==> src/rtl/dds_ctrl_regs_pkg.sv <==
// Shared encodings for the DDS parameter controller.
// Pure declarations: no latency, no state.
// No flow control; consumed by the controller and its button sequencer.
package dds_ctrl_regs_pkg;

  // Waveform shape codes seen by the DDS core (3 is never produced).
  typedef enum logic [1:0] {
    SHAPE_SIN = 2'd0,
    SHAPE_TRI = 2'd1,
    SHAPE_SQR = 2'd2
  } shape_e;

  // Field currently selected for editing.
  typedef enum logic [1:0] {
    SEL_PHASE = 2'd0,
    SEL_AMP   = 2'd1,
    SEL_SHAPE = 2'd2,
    SEL_NONE  = 2'd3
  } sel_e;

  // Button auto-repeat sequencer states.
  typedef enum logic [1:0] {
    ST_IDLE = 2'd0,
    ST_DLY  = 2'd1,
    ST_RPT  = 2'd2
  } rpt_state_e;

  // Cycle through the shapes: up goes sin->tri->sqr->sin, down goes the other way.
  function automatic logic [1:0] shape_next(input logic [1:0] cur, input logic up);
    case (cur)
      SHAPE_SIN: return up ? SHAPE_TRI : SHAPE_SQR;
      SHAPE_TRI: return up ? SHAPE_SQR : SHAPE_SIN;
      SHAPE_SQR: return up ? SHAPE_SIN : SHAPE_TRI;
      default:   return SHAPE_SIN;
    endcase
  endfunction

endpackage

==> src/rtl/dds_ctrl_regs_if.sv <==
// Bundle between the parameter controller and its environment (buttons, selectors, DDS core).
// No latency: wires only.
// Update handshake is valid/ready; upd_valid holds until upd_ready is seen.
interface dds_ctrl_regs_if #(
  parameter int NCH     = 2,
  parameter int PHASE_W = 11,
  parameter int AMP_W   = 11
);
  localparam int CH_W = (NCH > 1) ? $clog2(NCH) : 1;

  logic                     btn_up;
  logic                     btn_down;
  logic [1:0]               sel_param;
  logic [CH_W-1:0]          sel_ch;
  logic [NCH*PHASE_W-1:0]   phase_M;
  logic [NCH*AMP_W-1:0]     signal_A;
  logic [NCH*2-1:0]         signal_shape;
  logic                     upd_valid;
  logic                     upd_ready;

  // The controller drives the committed snapshot and upd_valid.
  modport master (
    input  btn_up, btn_down, sel_param, sel_ch, upd_ready,
    output phase_M, signal_A, signal_shape, upd_valid
  );

  // Environment side: buttons/selectors in, snapshot consumed by the DDS core.
  modport slave (
    output btn_up, btn_down, sel_param, sel_ch, upd_ready,
    input  phase_M, signal_A, signal_shape, upd_valid
  );
endinterface

==> src/rtl/dds_ctrl_regs_btn_repeat.sv <==
// Turns held up/down buttons into step pulses: one at press, then auto-repeat.
// Step pulse is combinational in the press cycle; repeat steps follow the hold counter.
// No backpressure: steps are always consumed by the register file.
module dds_ctrl_regs_btn_repeat
  import dds_ctrl_regs_pkg::*;
#(
  parameter int REPEAT_DLY = 25_000_000,
  parameter int REPEAT_PER = 5_000_000
) (
  input  logic clk,
  input  logic rst,
  input  logic btn_up_i,
  input  logic btn_down_i,
  output logic step_pulse_o,
  output logic step_dir_o
);

  localparam int CNT_MAX = (REPEAT_DLY > REPEAT_PER) ? REPEAT_DLY : REPEAT_PER;
  localparam int CNT_W   = $clog2(CNT_MAX + 1);
  localparam logic [CNT_W-1:0] DLY_LAST = CNT_W'(REPEAT_DLY - 1);
  localparam logic [CNT_W-1:0] PER_LAST = CNT_W'(REPEAT_PER - 1);

  rpt_state_e       state_q;
  logic [CNT_W-1:0] cnt_q;
  logic             dir_q;
  logic             act;
  logic             hold_ok;

  // Exactly one button pressed counts as activity; a direction swap breaks the hold.
  assign act        = btn_up_i ^ btn_down_i;
  assign hold_ok    = act && (btn_up_i == dir_q);
  assign step_dir_o = btn_up_i;

  // Step on the press itself and whenever the hold counter hits its terminal count.
  always_comb begin
    step_pulse_o = 1'b0;
    case (state_q)
      ST_IDLE: step_pulse_o = act;
      ST_DLY:  step_pulse_o = hold_ok && (cnt_q == DLY_LAST);
      ST_RPT:  step_pulse_o = hold_ok && (cnt_q == PER_LAST);
      default: step_pulse_o = 1'b0;
    endcase
  end

  // Hold sequencer: initial delay, then periodic repeat until release or swap.
  always_ff @(posedge clk) begin
    if (rst) begin
      state_q <= ST_IDLE;
      cnt_q   <= '0;
      dir_q   <= 1'b0;
    end else begin
      case (state_q)
        ST_IDLE: begin
          cnt_q <= '0;
          if (act) begin
            state_q <= ST_DLY;
            dir_q   <= btn_up_i;
          end
        end
        ST_DLY: begin
          if (!hold_ok) begin
            state_q <= ST_IDLE;
            cnt_q   <= '0;
          end else if (cnt_q == DLY_LAST) begin
            state_q <= ST_RPT;
            cnt_q   <= '0;
          end else begin
            cnt_q <= cnt_q + 1'b1;
          end
        end
        ST_RPT: begin
          if (!hold_ok) begin
            state_q <= ST_IDLE;
            cnt_q   <= '0;
          end else if (cnt_q == PER_LAST) begin
            cnt_q <= '0;
          end else begin
            cnt_q <= cnt_q + 1'b1;
          end
        end
        default: begin
          state_q <= ST_IDLE;
          cnt_q   <= '0;
        end
      endcase
    end
  end

endmodule

==> src/rtl/dds_ctrl_regs.sv <==
// Per-channel DDS parameters: button-edited working set, committed snapshot to the core.
// Step lands in the working set one cycle later; committed set loads on accept.
// upd_valid holds until upd_ready; a same-cycle changing step keeps it asserted.
module dds_ctrl_regs
  import dds_ctrl_regs_pkg::*;
#(
  parameter int PHASE_W    = 11,
  parameter int AMP_W      = 11,
  parameter int NCH        = 2,
  parameter int PHASE_DEF  = 500,
  parameter int AMP_DEF    = 1200,
  parameter int AMP_MAX    = 2047,
  parameter int PHASE_STEP = 10,
  parameter int AMP_STEP   = 50,
  parameter int REPEAT_DLY = 25_000_000,
  parameter int REPEAT_PER = 5_000_000
) (
  input logic             clk,
  input logic             rst,
  dds_ctrl_regs_if.master bus
);

  localparam logic [PHASE_W:0] PH_MAX_X  = {1'b0, {PHASE_W{1'b1}}};
  localparam logic [PHASE_W:0] PH_STEP_X = (PHASE_W + 1)'(PHASE_STEP);
  localparam logic [AMP_W:0]   AM_MAX_X  = (AMP_W + 1)'(AMP_MAX);
  localparam logic [AMP_W:0]   AM_STEP_X = (AMP_W + 1)'(AMP_STEP);

  logic step_pulse;
  logic step_dir;

  logic [PHASE_W-1:0] wrk_phase_q [NCH];
  logic [PHASE_W-1:0] wrk_phase_d [NCH];
  logic [AMP_W-1:0]   wrk_amp_q   [NCH];
  logic [AMP_W-1:0]   wrk_amp_d   [NCH];
  logic [1:0]         wrk_shape_q [NCH];
  logic [1:0]         wrk_shape_d [NCH];
  logic [PHASE_W-1:0] cmt_phase_q [NCH];
  logic [AMP_W-1:0]   cmt_amp_q   [NCH];
  logic [1:0]         cmt_shape_q [NCH];

  logic any_chg;
  logic accept;
  logic upd_valid_q;
  logic upd_valid_d;

  dds_ctrl_regs_btn_repeat #(
    .REPEAT_DLY (REPEAT_DLY),
    .REPEAT_PER (REPEAT_PER)
  ) u_btn (
    .clk          (clk),
    .rst          (rst),
    .btn_up_i     (bus.btn_up),
    .btn_down_i   (bus.btn_down),
    .step_pulse_o (step_pulse),
    .step_dir_o   (step_dir)
  );

  // Saturating edit of the selected field; out-of-range channel or SEL_NONE edits nothing.
  always_comb begin
    logic [PHASE_W:0] ph_x;
    logic [AMP_W:0]   am_x;
    ph_x    = '0;
    am_x    = '0;
    any_chg = 1'b0;
    for (int k = 0; k < NCH; k++) begin
      wrk_phase_d[k] = wrk_phase_q[k];
      wrk_amp_d[k]   = wrk_amp_q[k];
      wrk_shape_d[k] = wrk_shape_q[k];
      if (step_pulse && (32'(bus.sel_ch) == k)) begin
        case (bus.sel_param)
          SEL_PHASE: begin
            if (step_dir) begin
              ph_x = {1'b0, wrk_phase_q[k]} + PH_STEP_X;
              if (ph_x > PH_MAX_X) ph_x = PH_MAX_X;
            end else if ({1'b0, wrk_phase_q[k]} < PH_STEP_X) begin
              ph_x = '0;
            end else begin
              ph_x = {1'b0, wrk_phase_q[k]} - PH_STEP_X;
            end
            wrk_phase_d[k] = ph_x[PHASE_W-1:0];
          end
          SEL_AMP: begin
            if (step_dir) begin
              am_x = {1'b0, wrk_amp_q[k]} + AM_STEP_X;
              if (am_x > AM_MAX_X) am_x = AM_MAX_X;
            end else if ({1'b0, wrk_amp_q[k]} < AM_STEP_X) begin
              am_x = '0;
            end else begin
              am_x = {1'b0, wrk_amp_q[k]} - AM_STEP_X;
            end
            wrk_amp_d[k] = am_x[AMP_W-1:0];
          end
          SEL_SHAPE: wrk_shape_d[k] = shape_next(wrk_shape_q[k], step_dir);
          default:   ;
        endcase
      end
    end
    // A step pinned at a clamp leaves the set unchanged and must not raise upd_valid.
    for (int k = 0; k < NCH; k++) begin
      if ((wrk_phase_d[k] != wrk_phase_q[k]) || (wrk_amp_d[k] != wrk_amp_q[k]) ||
          (wrk_shape_d[k] != wrk_shape_q[k])) begin
        any_chg = 1'b1;
      end
    end
  end

  // Handshake: accept drops valid unless a fresh change arrives in the same cycle.
  assign accept      = upd_valid_q && bus.upd_ready;
  assign upd_valid_d = any_chg || (upd_valid_q && !accept);

  // Working set follows edits; committed set snapshots the pre-edit working set on accept.
  always_ff @(posedge clk) begin
    if (rst) begin
      for (int k = 0; k < NCH; k++) begin
        wrk_phase_q[k] <= PHASE_W'(PHASE_DEF);
        wrk_amp_q[k]   <= AMP_W'(AMP_DEF);
        wrk_shape_q[k] <= SHAPE_SIN;
        cmt_phase_q[k] <= PHASE_W'(PHASE_DEF);
        cmt_amp_q[k]   <= AMP_W'(AMP_DEF);
        cmt_shape_q[k] <= SHAPE_SIN;
      end
      upd_valid_q <= 1'b0;
    end else begin
      for (int k = 0; k < NCH; k++) begin
        wrk_phase_q[k] <= wrk_phase_d[k];
        wrk_amp_q[k]   <= wrk_amp_d[k];
        wrk_shape_q[k] <= wrk_shape_d[k];
        if (accept) begin
          cmt_phase_q[k] <= wrk_phase_q[k];
          cmt_amp_q[k]   <= wrk_amp_q[k];
          cmt_shape_q[k] <= wrk_shape_q[k];
        end
      end
      upd_valid_q <= upd_valid_d;
    end
  end

  // Pack the committed arrays onto the flat buses, channel k at slice k.
  always_comb begin
    bus.phase_M      = '0;
    bus.signal_A     = '0;
    bus.signal_shape = '0;
    for (int k = 0; k < NCH; k++) begin
      bus.phase_M[k*PHASE_W +: PHASE_W] = cmt_phase_q[k];
      bus.signal_A[k*AMP_W +: AMP_W]    = cmt_amp_q[k];
      bus.signal_shape[k*2 +: 2]        = cmt_shape_q[k];
    end
  end

  assign bus.upd_valid = upd_valid_q;

endmodule

==> src/flat_wrapper.sv <==
// flat-port wrapper written by rule: the top's interface ports become plain ports
module dds_ctrl_regs_flat import dds_ctrl_regs_pkg::*;
#(
  parameter int PHASE_W    = 11,
  parameter int AMP_W      = 11,
  parameter int NCH        = 2,
  parameter int PHASE_DEF  = 500,
  parameter int AMP_DEF    = 1200,
  parameter int AMP_MAX    = 2047,
  parameter int PHASE_STEP = 10,
  parameter int AMP_STEP   = 50,
  parameter int REPEAT_DLY = 25_000_000,
  parameter int REPEAT_PER = 5_000_000
)
  (clk, rst, bus_btn_up, bus_btn_down, bus_sel_param, bus_sel_ch, bus_upd_ready, bus_phase_M, bus_signal_A, bus_signal_shape, bus_upd_valid);
  dds_ctrl_regs_if #(.NCH(NCH), .PHASE_W(PHASE_W), .AMP_W(AMP_W)) bus_i ();
  input logic clk;
  input logic rst;
  input wire logic [$bits(bus_i.btn_up)-1:0] bus_btn_up;
  input wire logic [$bits(bus_i.btn_down)-1:0] bus_btn_down;
  input wire logic [$bits(bus_i.sel_param)-1:0] bus_sel_param;
  input wire logic [$bits(bus_i.sel_ch)-1:0] bus_sel_ch;
  input wire logic [$bits(bus_i.upd_ready)-1:0] bus_upd_ready;
  output wire logic [$bits(bus_i.phase_M)-1:0] bus_phase_M;
  output wire logic [$bits(bus_i.signal_A)-1:0] bus_signal_A;
  output wire logic [$bits(bus_i.signal_shape)-1:0] bus_signal_shape;
  output wire logic [$bits(bus_i.upd_valid)-1:0] bus_upd_valid;
  assign bus_i.btn_up = bus_btn_up;
  assign bus_i.btn_down = bus_btn_down;
  assign bus_i.sel_param = bus_sel_param;
  assign bus_i.sel_ch = bus_sel_ch;
  assign bus_i.upd_ready = bus_upd_ready;
  assign bus_phase_M = bus_i.phase_M;
  assign bus_signal_A = bus_i.signal_A;
  assign bus_signal_shape = bus_i.signal_shape;
  assign bus_upd_valid = bus_i.upd_valid;
  dds_ctrl_regs #(.PHASE_W(PHASE_W), .AMP_W(AMP_W), .NCH(NCH), .PHASE_DEF(PHASE_DEF), .AMP_DEF(AMP_DEF), .AMP_MAX(AMP_MAX), .PHASE_STEP(PHASE_STEP), .AMP_STEP(AMP_STEP), .REPEAT_DLY(REPEAT_DLY), .REPEAT_PER(REPEAT_PER)) u_core (.clk(clk), .rst(rst), .bus(bus_i));
endmodule
==> config.mk <==
export PLATFORM = sky130hd
export DESIGN_NAME = dds_ctrl_regs_flat
export DESIGN_NICKNAME = d
export VERILOG_FILES = /design/src/rtl/dds_ctrl_regs_pkg.sv /design/src/rtl/dds_ctrl_regs_if.sv /design/src/rtl/dds_ctrl_regs_btn_repeat.sv /design/src/rtl/dds_ctrl_regs.sv /design/src/flat_wrapper.sv
export SDC_FILE = /design/constraint.sdc
export NUM_CORES = 1
export LEC_CHECK = 0
export BUFFER_PORTS_ARGS = -buffer_cell sky130_fd_sc_hd__buf_4
export CAP_MARGIN = 20
export CORE_MARGIN = 2
export CORE_UTILIZATION = 45
export CTS_CLUSTER_DIAMETER = 120
export DETAILED_ROUTE_END_ITERATION = 8
export PLACE_DENSITY_LB_ADDON = 0.25
export SYNTH_ARGS = -nofsm -noshare
export SYNTH_HDL_FRONTEND = slang
export SYNTH_SLANG_ARGS = --single-unit
==> constraint.sdc <==
create_clock -name clk -period 5.5 [get_ports clk]
set_input_delay 1.375 -clock clk [delete_from_list [all_inputs] [get_ports clk]]
set_output_delay 1.375 -clock clk [all_outputs]
set_load 0.02 [all_outputs]
## Word level (Yosys, flattened, before mapping)

Memory sizes are Yosys's and may differ from the RTL's.
Index checks and enable logic that the tools add are counted.

| word-level totals | value |
|---|---|
| register bits | 29 |
| logic and storage cells | 140 |
| memory bits (read-only) | 0 |
| input port bits | 8 |
| latch bits | 0 |
| output and inout port bits | 49 |
| memories | 6 |
| bits in writable memories | 96 |

Memory list:

| memory | depth | width | read ports | clocked after Yosys merged registers in | wr ports | line | RTL |
|---|---|---|---|---|---|---|---|
| u_core.cmt_amp_q | 2 | 11 | 2 | 0 | 2 | dds_ctrl_regs.sv:38 | `logic [AMP_W-1:0] cmt_amp_q [NCH];` |
| u_core.cmt_phase_q | 2 | 11 | 2 | 0 | 2 | dds_ctrl_regs.sv:37 | `logic [PHASE_W-1:0] cmt_phase_q [NCH];` |
| u_core.wrk_amp_q | 2 | 11 | 2 | 0 | 2 | dds_ctrl_regs.sv:33 | `logic [AMP_W-1:0] wrk_amp_q [NCH];` |
| u_core.wrk_phase_q | 2 | 11 | 2 | 0 | 2 | dds_ctrl_regs.sv:31 | `logic [PHASE_W-1:0] wrk_phase_q [NCH];` |
| u_core.cmt_shape_q | 2 | 2 | 2 | 0 | 2 | dds_ctrl_regs.sv:39 | `logic [1:0] cmt_shape_q [NCH];` |
| u_core.wrk_shape_q | 2 | 2 | 2 | 0 | 2 | dds_ctrl_regs.sv:35 | `logic [1:0] wrk_shape_q [NCH];` |

| cells by class | value |
|---|---|
| eq/ne operators | 20 |
| bitwise logic cells | 14 |
| divide/modulo/power cells | 0 |
| $lt $le $gt $ge | 8 |
| multiply operators | 0 |
| reductions and logical operators | 19 |
| shift operators | 0 |
| add/sub/neg operators | 9 |
| muxes and demuxes | 60 |

Operators by type and width:

| kind | count |
|---|---|
| 11-bit 2-to-1 mux | 28 |
| 25-bit 2-to-1 mux | 4 |
| 25-bit one-hot mux with 2 select lines | 1 |
| 12-bit by 11-bit > comparator with 1-bit output, second input constant | 4 |
| 11-bit inequality test | 4 |
| 2-bit 2-to-1 mux | 14 |
| 25-bit by 1-bit adder with 25-bit output, second input constant | 1 |
| 25-bit by 23-bit equality test with 1-bit output, second input constant | 1 |
| 25-bit equality test, second input constant | 1 |
| 11-bit by 4-bit adder with 12-bit output, second input constant | 2 |
| 11-bit by 6-bit adder with 12-bit output, second input constant | 2 |
| 11-bit by 4-bit less-than comparator with 1-bit output, second input constant | 2 |
| 11-bit by 6-bit less-than comparator with 1-bit output, second input constant | 2 |
| 11-bit by 4-bit subtractor with 11-bit output, second input constant | 2 |
| 11-bit by 6-bit subtractor with 11-bit output, second input constant | 2 |
| 2-bit one-hot mux with 3 select lines | 3 |
| 1-bit bitwise OR | 12 |
| 1-bit 2-to-1 mux | 9 |
| 2-bit by 1-bit equality test with 1-bit output, second input constant | 4 |
| 2-bit equality test, second input constant | 4 |
| 2-bit zero test | 4 |
| 1-bit logical AND | 7 |
| 1-bit logical OR | 5 |
| 2-bit inequality test | 2 |
| 9 further kinds | 10 |

## Depth between registers and ports, before layout

An unclocked memory read counts as a cell.

| depth | value |
|---|---|
| depth after elaboration | 13 |
| gate-level depth with buffers | 12 |
| depth with buffers taken out | 9 |

## Hierarchy

A second synthesis with hierarchy kept.

| second synthesis, totals | value |
|---|---|
| cells, all modules | 985 |
| area total of the unflattened synthesis | 8,159.1 µm² |

Modules (own cells, without submodules):

| module | cells each | area an instance (µm²) | times used | seq. area each (µm²) |
|---|---|---|---|---|
| dds_ctrl_regs | 821 | 6,642.6 | 1 | 2,422.3 |
| dds_ctrl_regs_btn_repeat | 164 | 1,516.5 | 1 | 560.5 |

## Worst setup path before layout

Ideal clock, no wire load.

| path | value |
|---|---|
| path kind | input port to flip-flop |
| start | input rst |
| end | memory u_core.cmt_amp_q[0][0] (enable) |
| data arrival time | 3.036 ns |
| cell stages on the path | 3 |
| setup time | 0.413 ns |
| required time | 5.087 ns |
| setup slack | 2.051 ns |
| path buffers | 2 |
| cell sequence | clkbuf_1 -> clkbuf_1 -> nand2b_1 |

RTL lines:

| what | line | RTL |
|---|---|---|
| start: declaration | flat_wrapper.sv:18 | `input logic rst;` |
| end: declaration | dds_ctrl_regs.sv:38 |  |

## Final worst setup path

| path | value |
|---|---|
| start | input bus_btn_up |
| end | register u_core.upd_valid_q (netlist: u_core.bus.upd_valid) |

| between the ends | value |
|---|---|
| cells in the longest elaborated chain, start to end | 12 |
| elaborated cells between the ends (all ways) | 42 |
| those cells by class | eq/ne (7); mux (24); bitwise (1); reduce/logical (10) |

Ends and longest elaborated chain:

| what | line | RTL |
|---|---|---|
| start: declaration | flat_wrapper.sv:19 | `input wire logic [$bits(bus_i.btn_up)-1:0] bus_btn_up;` |
| 1-bit bitwise XOR / 1-bit equality test (equally long branches) | dds_ctrl_regs_btn_repeat.sv:30, dds_ctrl_regs_btn_repeat.sv:31 |  |
| 1-bit logical AND | dds_ctrl_regs_btn_repeat.sv:31 | `assign hold_ok = act && (btn_up_i == dir_q);` |
| 1-bit logical AND (on tied branches) | dds_ctrl_regs_btn_repeat.sv:40, dds_ctrl_regs_btn_repeat.sv:39 |  |
| 1-bit one-hot mux with 3 select lines | dds_ctrl_regs_btn_repeat.sv:37 | `case (state_q)` |
| 1-bit logical AND | dds_ctrl_regs.sv:69 | `if (step_pulse && (32'(bus.sel_ch) == k)) begin` |
| 11-bit 2-to-1 mux | dds_ctrl_regs.sv:69 |  |
| 11-bit inequality test | dds_ctrl_regs.sv:100 | `if ((wrk_phase_d[k] != wrk_phase_q[k]) \|\| (wrk_amp_d[k] != wrk_amp_q[k]) \|\|` |
| 1-bit logical OR (2 in series) | dds_ctrl_regs.sv:100 |  |
| 1-bit 2-to-1 mux | dds_ctrl_regs.sv:100 |  |
| 1-bit 2-to-1 mux * | dds_ctrl_regs.sv:100 |  |
| 1-bit logical OR * | dds_ctrl_regs.sv:109 | `assign upd_valid_d = any_chg \|\| (upd_valid_q && !accept);` |
| end signal: assignment | dds_ctrl_regs.sv:134 | `upd_valid_q <= upd_valid_d;` |
| end: declaration | dds_ctrl_regs.sv:43 | `logic upd_valid_q;` |

Mark *: on every way between the ends. The rest lies on a longest branch, timed or not.
A chain may end at the register's enable or synchronous reset.

==> flow_summary.toml <==
[setup_path]
critPathCaptureType = "register"
crit_path_cell_trace = "buf_4 > nor3b_1 > o21ai_0 > or4_4 > a2111oi_4 > o31ai_1 > a41oi_1"
cpPeakStageDelay_ns = 0.97
cp.required_ns = 5.84
crit_fanout = 19
cp_slowest_cell = "a2111oi_4"
crit_arrival_ns = 4.13
startpoint_type = "primary input"
path_class = "in -> reg"

[power]
seqPwrFrac = 0.437
report.power.total_mw = 2.347
vdd_ir_drop_max_uv = 217.4
powerDensity_nw_per_um2 = 256.5
intPower_mw = 1.706
switchingPower_mw = 0.6412
p_leak_nw = 3.143
power_frac_clock = 0.430
combPwrFrac = 0.133
p_sw_frac = 0.2732

[final_layout]
design_area_um2 = 9148
stdcell_count = 1233
final_common_cell = "nor2_1"
register_area_um2 = 2983
fillers = 1713
layout_common_cells = "nor2_1, nand2_1, dfxtp_1, a21oi_1, buf_4"
multi_input_area_um2 = 4755
antenna_cells = 0
drive_gt1_frac = 0.1145
area_delta_synth_final_pct = 11.64
fin_nets = 1012

[sta]
fin_tns_setup_ns = 0
finalMaxSlewViolations = 0
rsz0062_at_grt = "no"
setup_violations = 0
layout_min_cycle_time_ns = 3.790
fin_crit_sh = 0.6891
hold_viol = 0
finClkSkew_ns = 0.009691
fmax_mhz = 263.9
worst_slew_pin_slew_ns = 1.034
relSlewSlack = 0.3108

[clock_network]
cts.path.max_buffers = 2
cts_tree = "built"
clkTransAtPathRegs_ns = 0.05
cts-buffers-inserted = 17
cts-resized-gates = 0
postCtsHoldBufs = 0
htreeDepth = 4
cts.root.buffer_cell = "clkbuf_16"
post_cts_buffers = 0
cts_sinks = 125
clock_latency_ns = 0.43

[run]
max_cap_violations = 0

[routing]
ant_nets = 0
wl_met2_um = 9089
routed_wl_um = 21230
wl_met3_um = 1235
drt_iter0_drc = 888
num_vias = 7696
wl_per_cell_um = 17.22
viasPerCell = 6.242
route.detailed.drc = 0
wirelength_met1_um = 10300
top_layer_used = "met4"
first_pass_iters = 6

[floorplanning]
ioPinCount = 57
dieWidth_um = 138.9
die_h_um = 138.9
num_rows = 49
core_area_um2 = 17900
die-area_um2 = 19300
initial_core_util = 0.4577

[place]
detailedPlacementHpwl_um = 13490
placed_cells = 1201
gp_congestion = 0.9410
io_buffer_count = 56
placed_cell_area_um2 = 8630

[synthesis]
yosysTopAreaCell = "dfxtp_1"
synth_cell_types = 79
synth.yosys.warnings = 0
synth_seq_area_share = 0.3640
synth_flop_cell = "dfxtp_1"
ys_seq_elements = 125
synth_area_leaders = "dfxtp_1, edfxtp_1, nor2_1, a21oi_1, nand2_1"
netlist_instances = 991
yosys.area.top_type_share = 0.1881
netlist_area_um2 = 8194
async_flop_share = 0
syn_area_per_cell_um2 = 8.269
synth_edf_count = 48
syn_nets = 1012

[grt]
grt_pass1_vias = 6769
grt_overflow_total = 0
grt_pass1_wl_um = 34600
grt_max_degree = 103
antenna_found_initial = 0
grt_use_total = 0.2168

[status]
status = "completed"

[worst_hold_path]
holdCritPathClass = "reg -> reg"
[logic make-up after synthesis]
family	share of synthesized area
muxes	0.02000
xor gates and xnor gates	0.04382
buffers and inverters	0.05634
AOI/OAI and AO/OA	0.2523
DFF	0.3640
and+or+nand+nor	0.2437
adders and majority gates	0.01985
[metal layers]
metal,track usage,up-vias
met4,0.09304,0
met5,0,-
met2,0.3140,314
li1,-,3707
met1,0.3148,3617
met3,0.04178,58
[synthesized netlist by cell type (7+ instances only)]
| cell | count |
|---|---|
| xor2_1 | 23 |
| inv_1 | 32 |
| o2111ai_1 | 7 |
| nor2_1 | 104 |
| a22oi_1 | 7 |
| and2_1 | 18 |
| or3_1 | 28 |
| clkbuf_1 | 67 |
| ha_1 | 13 |
| xnor2_1 | 18 |
| o21ai_0 | 46 |
| a31oi_1 | 13 |
| buf_1 | 8 |
| a211oi_1 | 18 |
| o31ai_1 | 13 |
| edfxtp_1 | 48 |
| mux2i_1 | 13 |
| nand4_1 | 21 |
| and3_1 | 12 |
| a221oi_1 | 8 |
| nand2_1 | 77 |
| a21oi_1 | 64 |
| dfxtp_1 | 77 |
| nor2b_1 | 7 |
| nor4_1 | 7 |
| o211ai_1 | 12 |
| nand2b_1 | 10 |
| a211o_1 | 12 |
| nor3_1 | 38 |
| nand3_1 | 38 |
| a21o_1 | 8 |
[critical path, delay by kind of cell]
| family | cells | cell delay (ns) |
|---|---|---|
| buffers and inverters | 1 | 0.19 |
| AND/OR/NAND/NOR | 2 | 0.87 |
| AO/OA/AOI/OAI | 4 | 1.68 |
[registers in the layout, summed over array words and instances (netlist names)]
name,flops
u_core.cmt_shape_q,4
u_core.cmt_amp_q,22
u_core.wrk_amp_q,22
u_core.wrk_shape_q,4
u_core.bus.upd_valid,1
u_core.u_btn.cnt_q,25
u_core.cmt_phase_q,22
u_core.u_btn.state_q,2
u_core.wrk_phase_q,22
u_core.u_btn.dir_q,1
[final timing paths]
kind / from / end / slack, ns / cells past startpoint
setup / recovery: bus_btn_up / u_core.bus.upd_valid$_SDFF_PP0_ / 1.71 / 7
hold / removal: u_core.u_btn.cnt_q[0]$_SDFF_PP0_ / u_core.u_btn.cnt_q[0]$_SDFF_PP0_ / 0.45 / 1
setup reg to reg: u_core.wrk_amp_q[0][12]$_SDFF_PP0_ / u_core.bus.upd_valid$_SDFF_PP0_ / 2.07 / 8
hold reg to reg: u_core.u_btn.cnt_q[0]$_SDFF_PP0_ / u_core.u_btn.cnt_q[0]$_SDFF_PP0_ / 0.45 / 1
[layout make-up]
| class | count | area share |
|---|---|---|
| repair buffers | 63 | 0.05307 |
| multi-input cells | 752 | 0.5198 |
| inverters | 32 | 0.01313 |
| clock inverters | 7 | 0.004514 |
| clock buffers | 25 | 0.05211 |
| well taps | 229 | 0.03132 |
| flip-flops and latches | 125 | 0.3261 |
[through the flow]
step                utilization  worst slack [ns]  hold WS [ns]
global route             0.5110             1.431        0.4640
detailed placement       0.4820             1.314        0.4445
finish                   0.5110             1.710        0.4516
floorplan                     -             2.051        0.4175
CTS                      0.5110             1.718        0.4554
global placement         0.4820             1.430        0.4337
[power by group through the flow]
stage	sequential, mW	combinational (mW)	clock [mW]
6_report	1.02	0.313	1.01
5_1_grt	1.03	0.345	1.06
4_1_cts	1.02	0.310	1.03
3_5_place_dp	1.04	0.307	0
3_3_place_gp	1.04	0.307	0
2_1_floorplan	1.04	0.230	0
Note: power is estimated with default switching activity, not from simulation.
